### config.mk
export PLATFORM = sky130hd
export DESIGN_NAME = id_ex_stage
export DESIGN_NICKNAME = d
export VERILOG_FILES = /design/src/rtl/id_ex_stage_pkg.sv /design/src/rtl/id_ex_stage_hazard_detect.sv /design/src/rtl/id_ex_stage.sv
export SDC_FILE = /design/constraint.sdc
export NUM_CORES = 1
export LEC_CHECK = 0
export CAP_MARGIN = 10
export CELL_PAD_IN_SITES_DETAIL_PLACEMENT = 0
export CELL_PAD_IN_SITES_GLOBAL_PLACEMENT = 1
export CORE_UTILIZATION = 23
export CTS_CLUSTER_DIAMETER = 120
export DETAILED_ROUTE_END_ITERATION = 12
export PLACE_DENSITY_LB_ADDON = 0.1
export SETUP_SLACK_MARGIN = 0.02
export SKIP_LAST_GASP = 1
export SYNTH_ARGS = -nofsm -noshare
export SYNTH_HDL_FRONTEND = slang
export SYNTH_SLANG_ARGS = --single-unit
### constraint.sdc
create_clock -name clk -period 1.8 [get_ports clk]
set_clock_uncertainty 0.15 [all_clocks]
set_input_delay 0.36 -clock clk [delete_from_list [all_inputs] [get_ports clk]]
set_output_delay 0.36 -clock clk [all_outputs]
set_load 0.005 [all_outputs]
### src/rtl/id_ex_stage_pkg.sv
// Shared definitions for the ID/EX pipeline register: drain FSM encodings,
// the link register ID and field widths of the EX-side bundle.
package id_ex_stage_pkg;

  typedef enum logic [1:0] {
    ST_IDLE  = 2'd0,
    ST_DRAIN = 2'd1,
    ST_EXEC  = 2'd2
  } drain_state_t;

  localparam int REG_ID_W = 5;
  localparam int ALU_OP_W = 4;
  localparam int SHAMT_W  = 5;

  localparam logic [REG_ID_W-1:0] REG_RA   = 5'd31;
  localparam logic [REG_ID_W-1:0] REG_ZERO = 5'd0;

endpackage

### src/rtl/id_ex_stage_hazard_detect.sv
// Load-use hazard compare: a load in EX whose destination is read by the
// instruction in ID. Writes aimed at $0 never raise a hazard.
module hazard_detect
  import id_ex_stage_pkg::*;
(
  input  logic                ex_mem_to_reg,
  input  logic [REG_ID_W-1:0] ex_write_reg,
  input  logic [REG_ID_W-1:0] id_rs,
  input  logic [REG_ID_W-1:0] id_rt,
  output logic                load_use
);

  assign load_use = ex_mem_to_reg
                  && (ex_write_reg != REG_ZERO)
                  && ((ex_write_reg == id_rs) || (ex_write_reg == id_rt));

endmodule

### src/rtl/id_ex_stage.sv
// ID/EX pipeline register with load-use and flush bubbles, plus a drain FSM
// that serialises SYSCALL and emits a one-cycle syscall_fire.
module id_ex_stage
  import id_ex_stage_pkg::*;
#(
  parameter int DATA_WIDTH   = 32,
  parameter int DRAIN_CYCLES = 3
) (
  input  logic                  clk,
  input  logic                  rst_n,
  input  logic                  id_reg_write,
  input  logic                  id_mem_to_reg,
  input  logic                  id_mem_write,
  input  logic                  id_alu_src,
  input  logic                  id_reg_dest,
  input  logic                  id_jump_link,
  input  logic                  id_syscall,
  input  logic [ALU_OP_W-1:0]   id_alu_op,
  input  logic [DATA_WIDTH-1:0] id_rs_data,
  input  logic [DATA_WIDTH-1:0] id_rt_data,
  input  logic [DATA_WIDTH-1:0] id_imm,
  input  logic [REG_ID_W-1:0]   id_rs,
  input  logic [REG_ID_W-1:0]   id_rt,
  input  logic [REG_ID_W-1:0]   id_rd,
  input  logic [SHAMT_W-1:0]    id_shamt,
  input  logic                  flush,
  output logic                  ex_reg_write,
  output logic                  ex_mem_to_reg,
  output logic                  ex_mem_write,
  output logic                  ex_alu_src,
  output logic [ALU_OP_W-1:0]   ex_alu_op,
  output logic [DATA_WIDTH-1:0] ex_rs_data,
  output logic [DATA_WIDTH-1:0] ex_rt_data,
  output logic [DATA_WIDTH-1:0] ex_imm,
  output logic [REG_ID_W-1:0]   ex_rs,
  output logic [REG_ID_W-1:0]   ex_rt,
  output logic [REG_ID_W-1:0]   ex_write_reg,
  output logic [SHAMT_W-1:0]    ex_shamt,
  output logic                  stall_id,
  output logic                  syscall_fire,
  output logic                  drain_busy,
  output logic [1:0]            dbg_state
);

  localparam int CNT_W = $clog2(DRAIN_CYCLES + 1);

  // Handshake: ID has no valid/ready pair. The stage accepts the ID
  // instruction on a rising edge exactly when capture is high; stall_id
  // tells upstream to hold it, and flush discards it without holding.

  drain_state_t         state, next_state;
  logic [CNT_W-1:0]     cnt, next_cnt;
  logic                 load_use;
  logic                 capture;
  logic [REG_ID_W-1:0]  dest_reg;

  hazard_detect u_hazard_detect (
    .ex_mem_to_reg (ex_mem_to_reg),
    .ex_write_reg  (ex_write_reg),
    .id_rs         (id_rs),
    .id_rt         (id_rt),
    .load_use      (load_use)
  );

  assign dest_reg   = id_jump_link ? REG_RA : (id_reg_dest ? id_rd : id_rt);
  assign drain_busy = (state != ST_IDLE);
  assign dbg_state  = state;

  always_comb begin
    next_state = state;
    next_cnt   = cnt;
    capture    = 1'b0;
    stall_id   = 1'b0;
    case (state)
      ST_IDLE: begin
        if (flush) begin
          // killed instruction: bubble, and ID moves on
        end else if (load_use) begin
          stall_id = 1'b1;
        end else if (id_syscall) begin
          stall_id   = 1'b1;
          next_state = ST_DRAIN;
          next_cnt   = CNT_W'(DRAIN_CYCLES);
        end else begin
          capture = 1'b1;
        end
      end
      ST_DRAIN: begin
        stall_id = 1'b1;
        next_cnt = cnt - CNT_W'(1);
        if (cnt == CNT_W'(1)) next_state = ST_EXEC;
      end
      ST_EXEC: begin
        // SYSCALL still sits in ID; release it without issuing it to EX
        next_state = ST_IDLE;
      end
      default: begin
        next_state = ST_IDLE;
        next_cnt   = '0;
      end
    endcase
  end

  always_ff @(posedge clk) begin
    if (!rst_n) begin
      state         <= ST_IDLE;
      cnt           <= '0;
      syscall_fire  <= 1'b0;
      ex_reg_write  <= 1'b0;
      ex_mem_to_reg <= 1'b0;
      ex_mem_write  <= 1'b0;
      ex_alu_src    <= 1'b0;
      ex_alu_op     <= '0;
      ex_rs_data    <= '0;
      ex_rt_data    <= '0;
      ex_imm        <= '0;
      ex_rs         <= '0;
      ex_rt         <= '0;
      ex_write_reg  <= '0;
      ex_shamt      <= '0;
    end else begin
      state        <= next_state;
      cnt          <= next_cnt;
      syscall_fire <= (next_state == ST_EXEC);
      if (capture) begin
        ex_reg_write  <= id_reg_write;
        ex_mem_to_reg <= id_mem_to_reg;
        ex_mem_write  <= id_mem_write;
        ex_alu_src    <= id_alu_src;
        ex_alu_op     <= id_alu_op;
        ex_rs_data    <= id_rs_data;
        ex_rt_data    <= id_rt_data;
        ex_imm        <= id_imm;
        ex_rs         <= id_rs;
        ex_rt         <= id_rt;
        ex_write_reg  <= dest_reg;
        ex_shamt      <= id_shamt;
      end else begin
        ex_reg_write  <= 1'b0;
        ex_mem_to_reg <= 1'b0;
        ex_mem_write  <= 1'b0;
        ex_alu_src    <= 1'b0;
        ex_alu_op     <= '0;
        ex_rs_data    <= '0;
        ex_rt_data    <= '0;
        ex_imm        <= '0;
        ex_rs         <= '0;
        ex_rt         <= '0;
        ex_write_reg  <= '0;
        ex_shamt      <= '0;
      end
    end
  end

endmodule

=== Yosys cells after proc, flatten, opt, wreduce, memory -nomap -nowiden ===
Index checks and enable logic that the tools add are counted.

* Register bits after elaboration: 129

* Equality and inequality tests: 9
* Reduce and logical (&&, ||, !) cells: 8
* Multiplexer cells: 19
* Bitwise gates (word level): 1
* Add/subtract/negate cells: 1

{| class="wikitable"
|+ Operators with widths
! cell !! number
|-
| $mux 2 || 7
|-
| $eq 5x5->1 || 2
|-
| $mux 5 || 2
|-
| $mux 1 || 7
|-
| $ne 2x2->1 const B || 3
|-
| $pmux 2 s3 || 1
|-
| $reduce_bool 5->1 || 1
|-
| $eq 2x1->1 const B || 2
|-
| $eq 2x2->1 const B || 2
|-
| $pmux 2 s2 || 1
|-
| $reduce_and 4->1 || 1
|-
| $logic_and 1x1->1 || 2
|-
| $logic_not 2->1 || 1
|-
| $pmux 1 s2 || 1
|-
| $reduce_and 2->1 || 1
|-
| $reduce_bool 2->1 || 1
|-
| $sub 2x1->2 const B || 1
|-
| $logic_or 1x1->1 || 1
|-
| $not 1->1 || 1
|}

=== Logic depth before layout (Yosys ltp) ===
* Word-level depth: 7
* Mapped depth: 7
* Gate-level depth less buffers: 6

=== By module ===
A second synthesis with hierarchy kept.

* Cell total of the unflattened synthesis: 313
* Area, all modules: 3808.7 µm²

{| class="wikitable"
|+ Modules (own cells, without submodules)
! module !! cells an instance !! seq. area each (µm²) !! area each (µm²) !! instances
|-
| id_ex_stage || 296 || 2582.5 || 3683.5 || 1
|-
| hazard_detect || 17 || 0.0 || 125.1 || 1
|}

=== Worst setup path before layout ===
OpenSTA, ideal clock, no wires.

* Kind: register to output
* Start: register ex_write_reg[3]
* End: output stall_id
* Setup slack: -0.191 ns
* Arrival time: 1.481 ns
* Required time: 1.290 ns
* Cell stages (with the launch flop): 5
* Cell sequence: dfxtp_1 > or4_1 > o21a_1 > and2_1 > o31a_1

* Word-level cells in the longest chain between the ends: 6
* Elaborated cells on any way between the ends: 9
* Classes of those cells: eq/ne: 2; mux: 3; reduce/logical: 4

{| class="wikitable"
|+ Ends and longest elaborated chain
! item !! line !! RTL
|-
| start, declared || id_ex_stage.sv:37 || <nowiki>output logic [REG_ID_W-1:0] ex_write_reg,</nowiki>
|-
| start signal, assigned || id_ex_stage.sv:136 || <nowiki>ex_write_reg <= dest_reg;</nowiki>
|-
| $eq 5x5->1 or $reduce_bool 5->1 (tied branches) || id_ex_stage_hazard_detect.sv:15, id_ex_stage_hazard_detect.sv:14 ||
|-
| $logic_or 1x1->1 or $logic_and 1x1->1 (tied branches) || id_ex_stage_hazard_detect.sv:15, id_ex_stage_hazard_detect.sv:14 ||
|-
| $logic_and 1x1->1 (*) || id_ex_stage_hazard_detect.sv:15 || <nowiki>&& ((ex_write_reg == id_rs) || (ex_write_reg == id_rt));</nowiki>
|-
| $mux 1 (*) || id_ex_stage.sv:78 || <nowiki>end else if (load_use) begin</nowiki>
|-
| $mux 1 (*) || id_ex_stage.sv:76 || <nowiki>if (flush) begin</nowiki>
|-
| $pmux 1 s2 (*) || id_ex_stage.sv:74 || <nowiki>case (state)</nowiki>
|-
| end, declared || id_ex_stage.sv:39 || <nowiki>output logic stall_id,</nowiki>
|}

Every way passes the cells marked *; elsewhere a longest branch is shown, timed or not.

=== Worst setup path after layout ===
* Start: register ex_write_reg[0]
* End: output stall_id

Same word-level chain as after synthesis.

==> results.sh <==
export IMPL_synthAdderAreaFrac_pct=0.3308
export IMPL_outcome="finished with violations"
export IMPL_maxCapViolCount=0
export IMPL_setup_worst_path_start_class="flop"
export IMPL_grt_setup_unrepaired="true"
export IMPL_dp_slack_ns=-0.8786
export IMPL_p_per_area_nw_per_um2=882.5
export IMPL_clock_path_buffers=2
export IMPL_die_area_um2=16960
export IMPL_ys_types=25
export IMPL_synthMuxAreaShare_pct=1.489
export IMPL_use_met3_pct=5.658
export IMPL_gp_congestion=0.7166
export IMPL_cts_buffers=17
export IMPL_synth_simple_area_share_pct=22.49
export IMPL_worst_pin_slew_ns=0.3026
export IMPL_timing_fmax_mhz=404.3
export IMPL_min_path_type="in2reg"
export IMPL_yosysTopAreaCell="dfxtp_1"
export IMPL_insertion_delay_ns=0.41
export IMPL_path_max_fanout=2
export IMPL_synth_net_count=445
export IMPL_hold_buffers=0
export IMPL_grt_overflow_total=0
export IMPL_htree_levels=4
export IMPL_drive_gt1_share_pct=21.73
export IMPL_cp_data_arrival_time_ns=1.96
export IMPL_setup_viol=127
export IMPL_busiest_layer="met2"
export IMPL_hold_viol_final=0
export IMPL_drt_iter0_markers=50
export IMPL_cp_end_kind="primary output"
export IMPL_syn_area_um2=3782
export IMPL_num_rows=46
export IMPL_routed_wl_um=13640
export IMPL_synthXorXnorAreaFrac_pct=2.316
export IMPL_use_met1_pct=16.89
export IMPL_p_leak_nw=3.731
export IMPL_yosys_area_top_type_share_pct=68.28
export IMPL_rrSetupSlack_ns=-0.42
export IMPL_synth_compound_area_share_pct=2.878
export IMPL_timing_setup_tns_ns=-40.52
export IMPL_die_width_um=130.2
export IMPL_drc_errors=0
export IMPL_synth_area_top_cells="dfxtp_1 68%, and2_1 20%, xnor2_1 2.3%, mux2_2 1.5%, buf_4 1.4%"
export IMPL_ys_seq_area_share_pct=68.28
export IMPL_ios=259
export IMPL_drt_antenna_violating_nets=0
export IMPL_required_ns=1.29
export IMPL_grt_pass1_vias=3244
export IMPL_synth_seq_cells=129
export IMPL_initial_utilization_pct=23.72
export IMPL_num_antenna_cells=0
export IMPL_grt_usage_pct=15.09
export IMPL_finalCritPeriodShare_pct=137.4
export IMPL_total_power_w=0.007290
export IMPL_root_buffer="clkbuf_16"
export IMPL_viasPerCell=3.875
export IMPL_wl_per_cell_um=15.77
export IMPL_violations="negative setup slack"
export IMPL_met2_usage_pct=25.56
export IMPL_antenna_found_initial=1
export IMPL_portBuffers=258
export IMPL_fin_util_pct=51.81
export IMPL_cts_sinks=129
export IMPL_grt_max_degree=21
export IMPL_mostFrequentLayoutCell="clkdlybuf4s50_1"
export IMPL_maxSlewHeadroom_pct=79.78
export IMPL_dpl_cell_area_um2=6745
export IMPL_layout_cell_area_non_filler_um2=8260
export IMPL_path_clk_slew_ns=0.06
export IMPL_cts_tree="yes"
export IMPL_syn_instance_count=314
export IMPL_syn_avg_cell_area_um2=12.05
export IMPL_synth_top_family_by_area="simple AND/OR/NAND/NOR gates"
export IMPL_reg_top3="ex_imm: 32 flops, ex_rs_data: 32 flops, ex_rt_data: 32 flops"
export IMPL_setup_slack_ns=-0.6736
export IMPL_worstSetupPathType="reg2out"
export IMPL_period_minus_slack_ns=2.474
export IMPL_mostFrequentLayoutCells="223 x clkdlybuf4s50_1, 124 x dfxtp_1, 82 x and2_1"
export IMPL_area_growth_pct=118.4
export IMPL_nets=767
export IMPL_hpwlAfterDp_um=8540
export IMPL_via_count=3352
export IMPL_core_area_um2=15940
export IMPL_yosys_warnings=0
export IMPL_ir_worst_vdd_mv=0.6207
export IMPL_die_h_um=130.2
export IMPL_firstDrtPassIters=4
export IMPL_grt_pass1_wl_um=18290
export IMPL_slew_violations=0
==> logic make-up after synthesis <==
| logic type | after synthesis |
|---|---|
| fa+ha+maj | 1 |
| mux | 5 |
| compound gates | 15 |
| simple gates | 139 |
| xor+xnor | 10 |
| flops | 129 |
| buf+inv | 15 |
==> worst paths after layout <==
| kind | startpoint | endpoint | cells after the start |
|---|---|---|---|
| max | ex_write_reg[0] | stall_id | 5 |
| min | id_mem_to_reg | ex_mem_to_reg | 2 |
| max reg2reg | ex_write_reg[0] | ex_imm[30] | 9 |
| min reg2reg | cnt[0] | cnt[0] | 2 |
==> layer usage <==
layer | routed length [µm] | vias to the layer above | part of all wire [%]
met2 | 6819 | 160 | 50
li1 | - | 1637 | -
met5 | 16 | - | 0.12
met4 | 185 | 2 | 1.4
met3 | 1179 | 15 | 8.6
met1 | 5439 | 1538 | 40
==> area by class of cell <==
| cell class | count | area [µm²] |
|---|---|---|
| multi-input cells | 170 | 1221 |
| fillers | 1443 | 7682 |
| well taps | 216 | 270.3 |
| clock inverters | 9 | 105.1 |
| inverters | 2 | 7.507 |
| repair buffers | 316 | 3577 |
| flip-flops and latches | 129 | 2591 |
| clock buffers | 23 | 488.0 |
==> power by group <==
group	switching (W)	internal (W)	leakage, nW
Sequential	0.0000307	0.00295	1.05
Combinational	0.000248	0.000648	2.39
Clock	0.00123	0.00218	0.293
==> stage by stage <==
stage	hold slack, ns	std cells
after floorplan	0.3186	314
after global placement	0.3958	796
after detailed placement	0.4127	796
after CTS	0.3363	854
after global routing	0.3418	865
final	0.3531	865
==> synthesized netlist by cell type <==
cell and count:
dfxtp_1 129, and2_1 120, xnor2_1 10, buf_4 7
o21a_1 6, clkbuf_1 5, mux2_2 5, nand2_1 4
nand3_1 4, nor2_1 3, o21ai_0 3, inv_1 2
nand2b_1 2, o22ai_1 2, or4_1 2, a21oi_1 1
a21oi_4 1, a31oi_1 1, buf_2 1, ha_1 1
nand3b_1 1, nor3_1 1, nor3b_1 1, o31a_1 1
or2_2 1
==> critical path, stage by stage, from the launching register on <==
cell and delay (ns):
dfxtp_2 0.32, or4_4 0.52, o21a_1 0.21, and2_4 0.16, o31a_1 0.23, buf_2 0.12
==> repair_timing <==
action	CTS	global route
pin swaps	3	4
hold endpoints to repair	0	0
endpoints found under the setup margin	138	151
buffers inserted	14	6
gates cloned	12	8
gates resized for setup	45	70
(Power assumes the default switching activity.)
